**src/rtl/req_debounce_latch.sv**
```systemverilog
// Request front end for the 4-input priority encoder: synchronise, debounce and
// latch each clean rising edge as a sticky pending bit until the encoder retires it.
module req_debounce_latch #(
    parameter int NUM_REQ         = 4,
    parameter int DEBOUNCE_CYCLES = 16,
    parameter int CNT_W           = $clog2(DEBOUNCE_CYCLES)
) (
    input  logic               clk,
    input  logic               rst_n,
    input  logic [NUM_REQ-1:0] req_raw,
    input  logic               clr_valid,
    input  logic [1:0]         clr_idx,
    output logic [NUM_REQ-1:0] pending,
    output logic               any_pending,
    output logic [NUM_REQ-1:0] overrun
);

    localparam logic [CNT_W-1:0] CNT_MAX = CNT_W'(DEBOUNCE_CYCLES - 1);

    logic [NUM_REQ-1:0] s1;
    logic [NUM_REQ-1:0] s2;
    logic [NUM_REQ-1:0] deb;
    logic [NUM_REQ-1:0] accept;
    logic [NUM_REQ-1:0] rise;
    logic [NUM_REQ-1:0] clr_hit;
    logic [CNT_W-1:0]   cnt [NUM_REQ];

    // Retire handshake: clr_valid is a one-cycle strobe with no ready; the retire
    // named by clr_idx is always taken on the edge that samples clr_valid=1.
    always_comb begin
        accept  = '0;
        clr_hit = '0;
        for (int i = 0; i < NUM_REQ; i++) begin
            accept[i]  = (s2[i] != deb[i]) && (cnt[i] == CNT_MAX);
            clr_hit[i] = clr_valid && (int'(clr_idx) == i);
        end
        rise = accept & s2;
    end

    always_ff @(posedge clk or negedge rst_n) begin
        if (!rst_n) begin
            s1      <= '0;
            s2      <= '0;
            deb     <= '0;
            pending <= '0;
            overrun <= '0;
            for (int i = 0; i < NUM_REQ; i++) begin
                cnt[i] <= '0;
            end
        end else begin
            s1 <= req_raw;
            s2 <= s1;
            for (int i = 0; i < NUM_REQ; i++) begin
                if (s2[i] == deb[i]) begin
                    cnt[i] <= '0;
                end else if (accept[i]) begin
                    deb[i] <= s2[i];
                    cnt[i] <= '0;
                end else begin
                    cnt[i] <= cnt[i] + CNT_W'(1);
                end

                // A new rise beats a same-cycle retire; overrun only flags a
                // rise landing on a line that stays pending without being served.
                if (rise[i]) begin
                    pending[i] <= 1'b1;
                    if (pending[i] && !clr_hit[i]) begin
                        overrun[i] <= 1'b1;
                    end
                end else if (clr_hit[i]) begin
                    pending[i] <= 1'b0;
                    overrun[i] <= 1'b0;
                end
            end
        end
    end

    assign any_pending = |pending;

endmodule

```
**config.mk**
```make
export PLATFORM = sky130hd
export DESIGN_NAME = req_debounce_latch
export DESIGN_NICKNAME = d
export VERILOG_FILES = /design/src/rtl/req_debounce_latch.sv
export SDC_FILE = /design/constraint.sdc
export NUM_CORES = 1
export LEC_CHECK = 0
export ABC_AREA = 1
export CORE_ASPECT_RATIO = 0.75
export CORE_UTILIZATION = 55
export DETAILED_ROUTE_END_ITERATION = 6
export GPL_ROUTABILITY_DRIVEN = 0
export PLACE_DENSITY = 0.79
export RECOVER_POWER = 100
export SKIP_LAST_GASP = 1
export SYNTH_ARGS = -nofsm -noshare
export SYNTH_HDL_FRONTEND = slang
export SYNTH_SLANG_ARGS = --single-unit
```
**constraint.sdc**
```tcl
create_clock -name clk -period 3.11 [get_ports clk]
set_input_delay 0.622 -clock clk [delete_from_list [all_inputs] [get_ports clk]]
set_output_delay 0.622 -clock clk [all_outputs]
set_load 0.02 [all_outputs]
```
==> flow_metrics.env <==
export IMPL_drc=0
export IMPL_fill_cells=200
export IMPL_p_sw_mw=0.183
export IMPL_drtIter0Drc=20
export IMPL_hold_viol=0
export IMPL_finalMaxSlewViolations=0
export IMPL_postCtsSetupBuffers=0
export IMPL_finalCriticalPeriod_ps=2150
export IMPL_clock_sinks=36
export IMPL_synth_area_top_cells="dfrtp_1 (60%), nand2_1 (12%), inv_1 (6.7%)"
export IMPL_ys_seq_elements=36
export IMPL_ys_seq_area_share_pct=59.9
export IMPL_drive_gt1_share_pct=4.62
export IMPL_io_buffers=17
export IMPL_placed_area_sq_um=1730
export IMPL_avgSynthCellArea_sq_um=8.85
export IMPL_cp_max_fo=3
export IMPL_crit_type="reg2out"
export IMPL_track_usage_pct=18.2
export IMPL_ant_nets=0
export IMPL_syn_nets=183
export IMPL_final_area_sq_um=1770
export IMPL_tns_ps=0
export IMPL_antenna_found_initial=0
export IMPL_synth_area_leader_cell="dfrtp_1"
export IMPL_worstSkewPairLatency_ps=330
export IMPL_areaGrowthSynthToFinish_pct=17.6
export IMPL_grt_pass1_wl_um=3890
export IMPL_dieArea_sq_um=2950
export IMPL_worstPathArrival_ps=1530
export IMPL_yosys_warnings=0
export IMPL_cp_start_kind="register"
export IMPL_multi_input_area_sq_um=480
export IMPL_maxCapViolations=0
export IMPL_crit_path_end_kind="primary output"
export IMPL_tightest_slew_ps=431
export IMPL_skew_ps=3.01
export IMPL_die_w_um=62.4
export IMPL_clockPowerShare_pct=32.9
export IMPL_wl_per_cell_um=10.3
export IMPL_pin_count=18
export IMPL_p_leak_nw=0.994
export IMPL_worstHoldPathType="reg2reg"
export IMPL_cts_buffer_depth=2
export IMPL_setup_viol=0
export IMPL_drt_first_pass_iters=4
export IMPL_cts_tree="yes"
export IMPL_grt_pass1_vias=963
export IMPL_start_util_pct=57.8
export IMPL_internal_power_mw=0.635
export IMPL_rsz0062_at_grt="no"
export IMPL_grt_max_degree=37
export IMPL_max_freq_mhz=465
export IMPL_cts_made_buffers=5
export IMPL_relSlewSlack_pct=71.3
export IMPL_vdd_drop_max_v=0.000300
export IMPL_final_core_util_pct=68.0
export IMPL_synth_cell_type_count=16
export IMPL_cts_root_buf="clkbuf_4"
export IMPL_cts_resized=0
export IMPL_drt_wl_total_um=2390
export IMPL_power_density_nw_per_um2=462
export IMPL_synth_top_area_share_pct=59.9
export IMPL_postCtsHoldBufs=0
export IMPL_power_mw=0.818
export IMPL_grt_ovfl_total=0
export IMPL_coreArea_sq_um=2600
export IMPL_pwr_share_comb_pct=6.1
export IMPL_p_seq_share_pct=61.0
export IMPL_nets=208
export IMPL_outcome="finished, final reports clean"
export IMPL_clk_pin_slew_ps=100
export IMPL_dp_hpwl_um=1800
export IMPL_regArea_sq_um=901
export IMPL_syn_inst=170
export IMPL_num_rows=16
export IMPL_swShare_pct=22.4
export IMPL_routed_via_density=4.80
export IMPL_ctsHtreeMaxLevel=2
export IMPL_syn_area_sq_um=1510
export IMPL_required_ps=2490
export IMPL_dr_total_vias=1109
export IMPL_antenna_cells=0
export IMPL_fin_crit_sh_pct=69.1
export IMPL_die_y_um=47.3
-- through the flow --
stage                     hold WS (ps)  setup WS [ps]  std cells
final                              352            961        231
after global routing               373            885        231
after CTS                          358           1040        231
after detailed placement           335           1410        224
after global placement             332           1420        224
after floorplan                    326           1780        170
-- cells in the mapped netlist (all sizes together) --
master and number:
nor3 3, nand4 3, nor2 30, nand3 7
xor2 2, and2 2, dfrtp 36, inv 27
o21ai 6, ha 4, nand2 50
-- cells in the final DEF (no fill, tap or decap), drive strengths merged --
master,instances
nor2,30
clkbuf,7
and2,2
dlygate4sd3,15
nand4,3
nor3,3
nand3,7
buf,1
inv,27
xor2,2
nand2,50
o21ai,6
ha,4
clkdlybuf4s50,2
dfrtp,36
-- worst max-delay path: stages (launching register included) --
cell	delay [ps]
dfrtp_1	390
nor2_1	110
nand2_1	50
dlygate4sd3_1	640
-- area by class of cell --
| cell class | count | share of cell area (%) |
|---|---|---|
| multi-input cells | 107 | 27.1 |
| clock buffers | 7 | 3.67 |
| repair buffers | 18 | 10.0 |
| inverters | 27 | 5.72 |
| well taps | 36 | 2.54 |
| flip-flops and latches | 36 | 50.9 |
-- logic make-up after synthesis --
logic type	Yosys count	synth area share (%)
compound gates	6	2.00
xor+xnor	2	1.16
fa+ha+maj	4	3.33
buf+inv	27	6.73
flops	36	59.9
simple gates	95	26.9
-- final timing paths --
kind,slack [ps],from,depth (start not counted),to
max,960,pending[3]$_DFFE_PN0P_,3,any_pending
min,350,s1[3]$_DFF_PN0_,0,s2[3]$_DFF_PN0_
max in group asynchronous,2040,rst_n,2,cnt[12]$_DFF_PN0_
min in group asynchronous,760,rst_n,2,cnt[2]$_DFF_PN0_
max reg2reg,1860,cnt[8]$_DFF_PN0_,6,cnt[11]$_DFF_PN0_
min reg2reg,350,s1[3]$_DFF_PN0_,0,s2[3]$_DFF_PN0_
-- power by group through the flow --
stage          combinational, mW  sequential, mW  clock, mW
4_1_cts                   0.0537           0.499      0.277
3_5_place_dp              0.0534           0.509          0
3_3_place_gp              0.0512           0.507          0
5_1_grt                   0.0593           0.502      0.297
2_1_floorplan             0.0257           0.506          0
6_report                  0.0500           0.499      0.269
-- metal layers --
metal	track usage, %	vias to the layer above	routed length [um]
met5	0	-	0
met1	19.1	522	1010
li1	-	562	-
met4	10.7	0	34
met2	34.3	19	1270
met3	5.34	6	82
-- registers in the layout (all words and copies together) (netlist names) --
register / count
cnt: 16
s1: 4
overrun: 4
deb: 4
pending: 4
s2: 4
Note: power is estimated with default switching activity, not from simulation.
